## src/rtl/crc_pkg.sv

```systemverilog
// Shared size encodings and elaboration helpers for the CRC byte sequencer slice.
package crc_pkg;

    typedef enum logic [1:0] {
        SZ_BYTE = 2'd0,
        SZ_HALF = 2'd1,
        SZ_WORD = 2'd3
    } size_code_e;

    // Width of a pointer into a DEPTH-entry store; a single-entry store still needs one bit.
    function automatic int clog2_safe(input int value);
        return (value <= 1) ? 1 : $clog2(value);
    endfunction

endpackage

```

## src/rtl/crc_sync_fifo.sv

```systemverilog
// Synchronous FIFO holding {data, size, rst_tag} entries, with an extra port that can
// set the tag bit of any stored entry.
module crc_sync_fifo
    import crc_pkg::*;
#(
    parameter int  WIDTH = 35,
    parameter int  DEPTH = 2,
    localparam int PTR_W = clog2_safe(DEPTH),
    localparam int LVL_W = $clog2(DEPTH + 1)
) (
    input  logic             clk,
    input  logic             rst_n,
    input  logic             push,
    input  logic [WIDTH-1:0] push_entry,
    input  logic             pop,
    input  logic             tag_set,
    input  logic [PTR_W-1:0] tag_idx,
    output logic [WIDTH-1:0] head_entry,
    output logic [PTR_W-1:0] tail_ptr,
    output logic [LVL_W-1:0] level,
    output logic             any_tag
);

    logic [WIDTH-2:0] mem_r [DEPTH];
    logic [DEPTH-1:0] tag_r;
    logic [PTR_W-1:0] head_r;
    logic [PTR_W-1:0] tail_r;
    logic [LVL_W-1:0] level_r;

    function automatic logic [PTR_W-1:0] ptr_inc(input logic [PTR_W-1:0] ptr);
        return (ptr == PTR_W'(DEPTH - 1)) ? {PTR_W{1'b0}} : ptr + PTR_W'(1);
    endfunction

    // Pointers, occupancy and tag bits; tags are dropped as their entry leaves.
    always_ff @(posedge clk) begin
        if (!rst_n) begin
            head_r  <= {PTR_W{1'b0}};
            tail_r  <= {PTR_W{1'b0}};
            level_r <= {LVL_W{1'b0}};
            tag_r   <= {DEPTH{1'b0}};
        end else begin
            if (push) begin
                tail_r <= ptr_inc(tail_r);
            end
            if (pop) begin
                head_r <= ptr_inc(head_r);
            end
            case ({push, pop})
                2'b10:   level_r <= level_r + LVL_W'(1);
                2'b01:   level_r <= level_r - LVL_W'(1);
                default: level_r <= level_r;
            endcase
            for (int i = 0; i < DEPTH; i++) begin
                if (push && (tail_r == PTR_W'(i))) begin
                    tag_r[i] <= push_entry[0];
                end else if (pop && (head_r == PTR_W'(i))) begin
                    tag_r[i] <= 1'b0;
                end else if (tag_set && (tag_idx == PTR_W'(i))) begin
                    tag_r[i] <= 1'b1;
                end
            end
        end
    end

    // Payload storage; contents of empty slots are never observed.
    always_ff @(posedge clk) begin
        if (push) begin
            mem_r[tail_r] <= push_entry[WIDTH-1:1];
        end
    end

    assign head_entry = {mem_r[head_r], tag_r[head_r]};
    assign tail_ptr   = tail_r;
    assign level      = level_r;
    assign any_tag    = |tag_r;

endmodule

```

## src/rtl/crc_byte_sequencer.sv

```systemverilog
// Queues sized words and serialises them one byte per cycle into the CRC datapath,
// driving the chained-CRC set/clear controls alongside.
module crc_byte_sequencer
    import crc_pkg::*;
#(
    parameter int  DATA_W = 32,
    parameter int  DEPTH  = 2,
    parameter int  SIZE_W = $clog2(DATA_W / 8),
    localparam int LVL_W  = $clog2(DEPTH + 1)
) (
    input  logic              clk,
    input  logic              rst_n,
    input  logic              write,
    input  logic [DATA_W-1:0] wr_data,
    input  logic [SIZE_W-1:0] wr_size,
    input  logic              reset_chain,
    output logic              buffer_full,
    output logic              read_wait,
    output logic [7:0]        byte_out,
    output logic              byte_valid,
    output logic [SIZE_W-1:0] byte_sel,
    output logic              last_byte,
    output logic              set_crc_init_sel,
    output logic              clear_crc_init_sel,
    output logic              reset_pending,
    output logic [LVL_W-1:0]  level
);

    localparam int BYTES   = DATA_W / 8;
    localparam int ENTRY_W = DATA_W + SIZE_W + 1;
    localparam int PTR_W   = clog2_safe(DEPTH);

    logic [ENTRY_W-1:0] push_entry_s;
    logic [ENTRY_W-1:0] head_entry_s;
    logic [DATA_W-1:0]  head_data_s;
    logic [SIZE_W-1:0]  head_size_s;
    logic               head_tag_s;
    logic [SIZE_W-1:0]  size_in_s;
    logic [SIZE_W-1:0]  byte_sel_r;
    logic [PTR_W-1:0]   tail_ptr_s;
    logic [PTR_W-1:0]   tag_idx_s;
    logic [LVL_W-1:0]   level_s;
    logic               any_tag_s;
    logic               byte_valid_s;
    logic               last_byte_s;
    logic               pop_s;
    logic               full_s;
    logic               accept_s;
    logic               tag_set_s;
    logic               late_tag_s;
    logic               idle_clear_s;

    assign {head_data_s, head_size_s, head_tag_s} = head_entry_s;

    assign byte_valid_s = (level_s != {LVL_W{1'b0}});
    assign last_byte_s  = byte_valid_s && (byte_sel_r == head_size_s);
    assign pop_s        = last_byte_s;
    assign full_s       = (level_s == LVL_W'(DEPTH)) && !pop_s;
    assign accept_s     = write && !full_s;
    assign tag_set_s    = reset_chain && !accept_s && byte_valid_s;
    // A tag aimed at a lone entry that leaves this very cycle would be lost, so honour it now.
    assign late_tag_s   = tag_set_s && pop_s && (level_s == LVL_W'(1));
    assign idle_clear_s = reset_chain && !byte_valid_s && !accept_s;
    assign push_entry_s = {wr_data, size_in_s, reset_chain};

    // Size capture; only reachable when BYTES is not a power of two.
    always_comb begin
        if (wr_size > SIZE_W'(BYTES - 1)) begin
            size_in_s = SIZE_W'(BYTES - 1);
        end else begin
            size_in_s = wr_size;
        end
    end

    // Most recently accepted entry sits one slot behind the tail pointer.
    always_comb begin
        if (tail_ptr_s == {PTR_W{1'b0}}) begin
            tag_idx_s = PTR_W'(DEPTH - 1);
        end else begin
            tag_idx_s = tail_ptr_s - PTR_W'(1);
        end
    end

    crc_sync_fifo #(
        .WIDTH (ENTRY_W),
        .DEPTH (DEPTH)
    ) u_fifo (
        .clk        (clk),
        .rst_n      (rst_n),
        .push       (accept_s),
        .push_entry (push_entry_s),
        .pop        (pop_s),
        .tag_set    (tag_set_s),
        .tag_idx    (tag_idx_s),
        .head_entry (head_entry_s),
        .tail_ptr   (tail_ptr_s),
        .level      (level_s),
        .any_tag    (any_tag_s)
    );

    // Byte index within the head word; restarts at 0 for the next word without a bubble.
    always_ff @(posedge clk) begin
        if (!rst_n) begin
            byte_sel_r <= {SIZE_W{1'b0}};
        end else if (pop_s || !byte_valid_s) begin
            byte_sel_r <= {SIZE_W{1'b0}};
        end else begin
            byte_sel_r <= byte_sel_r + SIZE_W'(1);
        end
    end

    // Output decode from FIFO state and byte counter.
    always_comb begin
        byte_valid         = byte_valid_s;
        read_wait          = byte_valid_s;
        last_byte          = last_byte_s;
        byte_sel           = byte_sel_r;
        buffer_full        = full_s;
        level              = level_s;
        reset_pending      = any_tag_s;
        set_crc_init_sel   = byte_valid_s && (byte_sel_r == {SIZE_W{1'b0}});
        clear_crc_init_sel = (pop_s && (head_tag_s || late_tag_s)) || idle_clear_s;
        if (byte_valid_s) begin
            byte_out = head_data_s[{byte_sel_r, 3'b000} +: 8];
        end else begin
            byte_out = 8'h00;
        end
    end

endmodule
```

## config.mk

```make
export PLATFORM = sky130hd
export DESIGN_NAME = crc_byte_sequencer
export DESIGN_NICKNAME = d
export VERILOG_FILES = /design/src/rtl/crc_pkg.sv /design/src/rtl/crc_sync_fifo.sv /design/src/rtl/crc_byte_sequencer.sv
export SDC_FILE = /design/constraint.sdc
export NUM_CORES = 1
export LEC_CHECK = 0
export CORE_MARGIN = 2
export CORE_UTILIZATION = 47
export DETAILED_ROUTE_END_ITERATION = 7
export PLACE_DENSITY_LB_ADDON = 0.15
export SETUP_SLACK_MARGIN = 0.4
export SYNTH_ARGS = -nofsm -noshare
export SYNTH_HDL_FRONTEND = slang
export SYNTH_SLANG_ARGS = --single-unit
```

## constraint.sdc

```tcl
create_clock -name clk -period 5 [get_ports clk]
set_input_delay 1.5 -clock clk [delete_from_list [all_inputs] [get_ports clk]]
set_output_delay 1.5 -clock clk [all_outputs]
set_load 0.1 [all_outputs]
```

# Word-level counts from Yosys, hierarchy flattened
# Memory sizes are Yosys's and may differ from the RTL's. A register that Yosys moved wholly into a read port is not among the register bits.
# Index checks and enable logic that the tools add are counted.
dict set report totals {
  regBits 8
  wordCells 74
  mem_count 1
  in_bits 38
  out_inout_bits 19
  ramBits 68
}
dict set report op_classes {
  n_addsub 6
  n_lt_le_gt_ge 2
  n_eq_ne 5
  n_shift 1
  n_bitwise 4
  n_mux 18
  reduce_logical 31
}
# name words word_bits rd rd_clocked_by_memory_dff write_ports line_no
set mem_list {}
lappend mem_list {u_fifo.mem_r 2 34 1 1 1 crc_sync_fifo.sv:24} ;# logic [WIDTH-2:0] mem_r [DEPTH];
# operator n
set ops {}
lappend ops {{$shiftx 32x6->8} 1}
lappend ops {{$logic_and 1x1->1} 17}
lappend ops {{$mux 1} 15}
lappend ops {{$mux 8} 1}
lappend ops {{$reduce_bool 3->1} 2}
lappend ops {{$add 2x1->2 const B} 2}
lappend ops {{$eq 2x1->1 const B} 2}
lappend ops {{$eq 2x2->1 const B} 2}
lappend ops {{$logic_not 1->1} 4}
lappend ops {{$not 1->1} 4}
lappend ops {{$pmux 2 s2} 1}
lappend ops {{$reduce_bool 2->1} 2}
lappend ops {{$reduce_or 2->1} 2}
lappend ops {{$logic_or 1x1->1} 3}
lappend ops {{$add 1x1->1 const B} 2}
lappend ops {{$eq 2x2->1} 1}
lappend ops {{$gt 2x2->1 const B} 1}
lappend ops {{$logic_not 2->1} 1}
lappend ops {{$lt 1x2->1 const B} 1}
lappend ops {{$mux 2} 1}
lappend ops {{$sub 2x1->2 const B} 1}
lappend ops {{$sub 1x1->1 const B} 1}

# Logic depth before layout (Yosys ltp)
dict set report depth {
  word_depth 14
  depth_mapped 8
  ltp_nobuf 7
}

# Hierarchy
# A second synthesis with hierarchy kept.
dict set report hier_totals {
  hier_cells 187
  area_unflattened_um2 3248.1
}
# mod cells_each seq_area_each_um2 instances area_each_um2
set by_module_without_submodules {}
lappend by_module_without_submodules {crc_sync_fifo 143 2182.1 1 2797.7}
lappend by_module_without_submodules {crc_byte_sequencer 44 40.0 1 450.4}

# Worst setup path before layout
# No wires, ideal clock.
dict set report synth_path {
  path_type {reg-to-output}
  startpoint {reg u_fifo.level_r[1], in the netlist u_fifo.level[1]}
  endpoint {out clear_crc_init_sel}
  t_required_ns 3.500
  arrival_time_ns 4.181
  setup_slack_ns -0.681
  stages_incl_launch_ff 6
  n_path_buf 2
  cell_sequence {dfxtp_1 -> inv_1 -> ha_1 -> clkbuf_1 -> clkbuf_1 -> o32ai_1}
}
dict set report synth_via {
  elab_chain_cells 14
  elab_cells_between_ends 19
  cone_classes {eq/ne (2); reduce/logical (17)}
}
# item line_no
set synth_lines {}
lappend synth_lines {{start, declared} crc_sync_fifo.sv:28} ;# logic [LVL_W-1:0] level_r;
lappend synth_lines {{start signal, assigned} crc_sync_fifo.sv:39} ;# level_r <= {LVL_W{1'b0}};
lappend synth_lines {{start signal, assigned} crc_sync_fifo.sv:49} ;# 2'b10: level_r <= level_r + LVL_W'(1);
lappend synth_lines {{start signal, assigned} crc_sync_fifo.sv:50} ;# 2'b01: level_r <= level_r - LVL_W'(1);
lappend synth_lines {{$reduce_bool 2->1} crc_byte_sequencer.sv:55} ;# assign byte_valid_s = (level_s != {LVL_W{1'b0}});
lappend synth_lines {{$logic_and 1x1->1} crc_byte_sequencer.sv:56} ;# assign last_byte_s = byte_valid_s && (byte_sel_r == head_size_s);
lappend synth_lines {{$logic_not 1->1} crc_byte_sequencer.sv:58} ;# assign full_s = (level_s == LVL_W'(DEPTH)) && !pop_s;
lappend synth_lines {{$logic_and 1x1->1} crc_byte_sequencer.sv:58}
lappend synth_lines {{$logic_not 1->1} crc_byte_sequencer.sv:59} ;# assign accept_s = write && !full_s;
lappend synth_lines {{$logic_and 1x1->1} crc_byte_sequencer.sv:59}
lappend synth_lines {{$logic_not 1->1} {crc_byte_sequencer.sv:60, crc_byte_sequencer.sv:63}}
lappend synth_lines {{$logic_and 1x1->1 (2 in series)} crc_byte_sequencer.sv:60} ;# assign tag_set_s = reset_chain && !accept_s && byte_valid_s;
lappend synth_lines {{$logic_and 1x1->1 (2 in series)} crc_byte_sequencer.sv:62} ;# assign late_tag_s = tag_set_s && pop_s && (level_s == LVL_W'(1));
lappend synth_lines {{$logic_or 1x1->1} crc_byte_sequencer.sv:122} ;# clear_crc_init_sel = (pop_s && (head_tag_s || late_tag_s)) || idle_clear_s;
lappend synth_lines {{$logic_and 1x1->1} crc_byte_sequencer.sv:122}
lappend synth_lines {{$logic_or 1x1->1 *} crc_byte_sequencer.sv:122}
lappend synth_lines {{end, declared} crc_byte_sequencer.sv:24} ;# output logic clear_crc_init_sel,
# Every way passes the cells marked *; elsewhere a longest branch is shown, timed or not.

# Worst setup path after layout
dict set report layout_path {
  startpoint {in write}
  endpoint {out clear_crc_init_sel}
}
dict set report layout_via {
  elab_chain_cells 9
  elab_cells_between_ends 10
  cone_classes {reduce/logical (10)}
}
# item line_no
set layout_lines {}
lappend layout_lines {{start, declared} crc_byte_sequencer.sv:13} ;# input logic write,
lappend layout_lines {{$logic_and 1x1->1 *} crc_byte_sequencer.sv:59}
lappend layout_lines {{$logic_not 1->1 *} {crc_byte_sequencer.sv:60, crc_byte_sequencer.sv:63}}
lappend layout_lines {{$logic_and 1x1->1 (2 in series)} crc_byte_sequencer.sv:60}
lappend layout_lines {{$logic_and 1x1->1 (2 in series)} crc_byte_sequencer.sv:62}
lappend layout_lines {{$logic_or 1x1->1} crc_byte_sequencer.sv:122}
lappend layout_lines {{$logic_and 1x1->1} crc_byte_sequencer.sv:122}
lappend layout_lines {{$logic_or 1x1->1 *} crc_byte_sequencer.sv:122}
# Marks and branches as above.

==> flow_results.xml <==
<?xml version="1.0" encoding="UTF-8"?>
<metrics>
  <group name="synth">
    <metric name="ys.warnings.count" unit="">0</metric>
    <metric name="syn-cell-area" unit="mm2">0.003264</metric>
    <metric name="post_synth_num_cell_types" unit="">39</metric>
    <metric name="synthArstFlopShare" unit="%">0</metric>
    <metric name="ys_ff_latch" unit="">77</metric>
    <metric name="synth_enable_flop_cells" unit="">68</metric>
    <metric name="postSynthNetCount" unit="">238</metric>
    <metric name="synth.area.top_cells" unit="">sky130_fd_sc_hd__edfxtp_1 (63%), sky130_fd_sc_hd__mux4_2 (7.6%), sky130_fd_sc_hd__dfxtp_1 (5.5%), sky130_fd_sc_hd__mux4_1 (4.0%), sky130_fd_sc_hd__nand2_1 (2.5%)</metric>
    <metric name="cell_types_with_the_highest_counts_after_synthesis" unit="">sky130_fd_sc_hd__edfxtp_1 (68), sky130_fd_sc_hd__nand2_1 (22), sky130_fd_sc_hd__a21oi_1 (11), sky130_fd_sc_hd__mux4_2 (11), sky130_fd_sc_hd__inv_1 (10)</metric>
    <metric name="dominantRegCellSynth" unit="">sky130_fd_sc_hd__edfxtp_1</metric>
    <metric name="synth.yosys.seq_area_share" unit="%">68.07</metric>
    <metric name="synth_cells" unit="">194</metric>
    <metric name="most_common_cell_in_the_synthesized_netlist" unit="">sky130_fd_sc_hd__edfxtp_1</metric>
    <metric name="post_synth.cell_area_avg" unit="um2">16.83</metric>
    <metric name="yosysTopAreaCellShare" unit="%">62.55</metric>
    <metric name="synth_top_area_cell" unit="">sky130_fd_sc_hd__edfxtp_1</metric>
  </group>
  <group name="timing">
    <metric name="timing.final.crit_share" unit="%">89.17</metric>
    <metric name="timing.clock.skew" unit="ps">4.653</metric>
    <metric name="worst_pin_slew" unit="ps">993.8</metric>
    <metric name="fin_crit" unit="ps">4459</metric>
    <metric name="max-slew-margin-rel" unit="%">33.54</metric>
    <metric name="final-max-slew-violation-count" unit="">0</metric>
    <metric name="max_clock_freq" unit="MHz">224.3</metric>
    <metric name="unrepaired_setup_endpoints_after_global_routing" unit="">false</metric>
    <metric name="hold_slack" unit="ps">501.3</metric>
    <metric name="final.setup.tns" unit="ps">0</metric>
    <metric name="final_hold_viol_count" unit="">0</metric>
    <metric name="final.setup.worst_slack" unit="ps">541.4</metric>
    <metric name="setup_viol" unit="">0</metric>
  </group>
  <group name="floorplan">
    <metric name="core" unit="mm2">0.006756</metric>
    <metric name="initial_utilization" unit="%">48.31</metric>
    <metric name="die_area" unit="mm2">0.007628</metric>
    <metric name="i_o_pin_cnt" unit="">57</metric>
    <metric name="die_height" unit="um">87.34</metric>
    <metric name="rows" unit="">30</metric>
    <metric name="die_width" unit="um">87.34</metric>
  </group>
  <group name="global_route">
    <metric name="grt_first_pass_wirelength" unit="mm">9.356</metric>
    <metric name="grt_max_degree" unit="">35</metric>
    <metric name="first_global_vias" unit="">1853</metric>
    <metric name="globalRouteOverflowTotal" unit="">0</metric>
    <metric name="grt.total_usage" unit="%">16.99</metric>
    <metric name="initial_antenna_violation_count" unit="">0</metric>
  </group>
  <group name="route">
    <metric name="top_layer_used_by_detailed_routing" unit="">met4</metric>
    <metric name="dr.pass1.iters" unit="">4</metric>
    <metric name="routedWlPerCell" unit="um">17.27</metric>
    <metric name="met2_wire_len" unit="mm">2.882</metric>
    <metric name="m1WireLength" unit="mm">2.593</metric>
    <metric name="vias" unit="">1856</metric>
    <metric name="drt-vias-per-instance" unit="">5.459</metric>
    <metric name="dr.first_iter.drc_count" unit="">64</metric>
    <metric name="met3_length" unit="um">299</metric>
    <metric name="ant_nets" unit="">0</metric>
    <metric name="drt_wl_total" unit="mm">5.873</metric>
    <metric name="drt_drc_violations_left" unit="">0</metric>
  </group>
  <group name="cts">
    <metric name="tritoncts" unit="">done</metric>
    <metric name="cts-htree-levels" unit="">3</metric>
    <metric name="ctsHoldBuffers" unit="">0</metric>
    <metric name="clock_tree.buffer_depth" unit="">2</metric>
    <metric name="insertion_delay" unit="ps">340</metric>
    <metric name="postCtsSetupBuffers" unit="">0</metric>
    <metric name="path_clk_slew" unit="ps">70</metric>
    <metric name="post_cts_repair_resize_count" unit="">0</metric>
    <metric name="root_buffer" unit="">sky130_fd_sc_hd__clkbuf_8</metric>
    <metric name="clock-sinks" unit="">77</metric>
    <metric name="cts-buffers-inserted" unit="">9</metric>
  </group>
  <group name="final_layout">
    <metric name="layout-drive-gt1-share" unit="%">21.92</metric>
    <metric name="post_layout_instance_area" unit="mm2">0.004123</metric>
    <metric name="area_growth" unit="%">26.29</metric>
    <metric name="multiInputGateArea" unit="um2">985.9</metric>
    <metric name="antennaDiodeCount" unit="">0</metric>
    <metric name="layout.filler_cells" unit="">539</metric>
    <metric name="regArea" unit="mm2">0.002222</metric>
    <metric name="layout_net_count" unit="">299</metric>
  </group>
  <group name="critical_path">
    <metric name="reg2regPathDepth" unit="">6</metric>
    <metric name="worstReg2RegEnd" unit="">u_fifo.mem_r[0][29]</metric>
    <metric name="ff2ff_setup_slack" unit="ps">2060</metric>
    <metric name="kind_of_start_point_of_the_critical_path" unit="">input port</metric>
    <metric name="critical_path_source" unit="">write</metric>
    <metric name="worst-path-max-fanout" unit="">10</metric>
    <metric name="crit_required" unit="ps">3500</metric>
    <metric name="cp-end-kind" unit="">primary output</metric>
    <metric name="path_class" unit="">in2out</metric>
    <metric name="cp_data_arrival_time" unit="ps">2960</metric>
    <metric name="timing.critical_path.to" unit="">clear_crc_init_sel</metric>
  </group>
  <group name="placement">
    <metric name="postPlaceCellArea" unit="mm2">0.003926</metric>
    <metric name="placement.io_buffers" unit="">56</metric>
    <metric name="dpl.hpwl" unit="mm">3.957</metric>
    <metric name="gp_congestion" unit="">0.8477</metric>
    <metric name="pre_cts_slack" unit="ps">567.5</metric>
  </group>
  <group name="power_and_ir_drop">
    <metric name="ir_drop" unit="uV">479.5</metric>
    <metric name="total_leakage_power" unit="nW">1.433</metric>
    <metric name="power_density" unit="mW/mm2">640.7</metric>
  </group>
  <group name="status">
    <metric name="status" unit="">finished, final reports clean</metric>
  </group>
  <group name="job">
    <metric name="max_cap_viol_count" unit="">0</metric>
  </group>
  <group name="min_path">
    <metric name="min-delay-path-class" unit="">reg2reg</metric>
  </group>
</metrics>
[area by class of cell]
type,instances,share of cell area (%)
sequential,77,53.90
multi-input combinational,95,23.92
timing repair buffer,60,13.90
clock buffer,14,3.945
tap,80,2.428
inverter,12,1.093
clock inverter,2,0.8194
[cells by family after synthesis]
kind of cell | synth area share [%]
flip-flops | 68.07
adder cells (fa/ha/maj) | 2.300
multiplexers | 13.61
XOR/XNOR | 1.802
buffers and inverters | 2.990
AO/OA/AOI/OAI | 5.519
AND/OR/NAND/NOR | 5.711
[metrics by stage]
stage / utilization (%) / power (mW) / std cells
5_1_grt: 61.02 / 2.763 / 340
3_3_place_gp: 58.11 / 2.196 / 324
4_1_cts: 61.02 / 2.665 / 340
6_report: 61.02 / 2.641 / 340
3_5_place_dp: 58.11 / 2.203 / 324
2_1_floorplan: - / 1.918 / 194
[metal layers]
| metal | up-vias | global-route usage, % |
|---|---|---|
| li1 | 876 | - |
| met1 | 916 | 22.75 |
| met2 | 55 | 26.38 |
| met3 | 9 | 3.697 |
| met4 | 0 | 8.392 |
| met5 | - | 0 |
[how the worst min path moves through the flow]
stage | slack [ps] | start | end | depth (start not counted)
3_3_place_gp | 480 | u_fifo.level[0] | u_fifo.level[0] | 2
5_1_grt | 530 | u_fifo.level[0] | u_fifo.level[0] | 2
3_5_place_dp | 500 | u_fifo.level[0] | u_fifo.level[0] | 2
2_1_floorplan | 490 | u_fifo.tail_ptr | u_fifo.tail_ptr | 2
6_report | 500 | u_fifo.level[0] | u_fifo.level[0] | 2
4_1_cts | 510 | u_fifo.level[0] | u_fifo.level[0] | 2
[critical path, cell delays in order]
cell,delay (ps)
sky130_fd_sc_hd__clkdlybuf4s50_1,660
sky130_fd_sc_hd__inv_1,180
sky130_fd_sc_hd__a32oi_1,250
sky130_fd_sc_hd__o32ai_2,140
sky130_fd_sc_hd__buf_12,210
[flip-flops by register name, indices dropped and copies added, names as in the netlist, named ones only]
name and count:
byte_sel 2, u_fifo.head_r 1, u_fifo.level 2, u_fifo.mem_r 68, u_fifo.tag_r 2, u_fifo.tail_ptr 1
[power by group]
group | internal [mW] | total, mW | switching, mW | leakage, nW
clock network | 0.257 | 0.463 | 0.206 | 0.0983
registers | 0.812 | 0.871 | 0.0589 | 0.709
logic | 0.373 | 1.31 | 0.934 | 0.626
[cell usage in the layout (no fill, tap or decap), drive strengths merged]
cell type | netlist | routed
nand2 | 22 | 22
xnor2 | 5 | 5
ha | 6 | 6
inv | 12 | 12
bufinv | 0 | 1
buf | 5 | 16
clkdlybuf4s50 | 0 | 44
dfxtp | 9 | 9
o311a | 1 | 1
o21ai | 3 | 3
o31ai | 1 | 1
o21bai | 1 | 1
mux2i | 4 | 4
a21oi | 11 | 11
mux4 | 16 | 16
a32oi | 1 | 1
a211oi | 2 | 2
nand3 | 1 | 1
or2 | 1 | 1
a31oi | 2 | 2
nor3 | 2 | 2
clkbuf | 5 | 14
a211o | 2 | 2
edfxtp | 68 | 68
nor2b | 1 | 1
clkinv | 0 | 1
and4 | 1 | 1
nor4 | 2 | 2
o32ai | 1 | 1
nand4 | 1 | 1
nor2 | 4 | 4
o221ai | 1 | 1
nor3b | 1 | 1
nand3b | 2 | 2
Power figures use the tool's default switching activity.
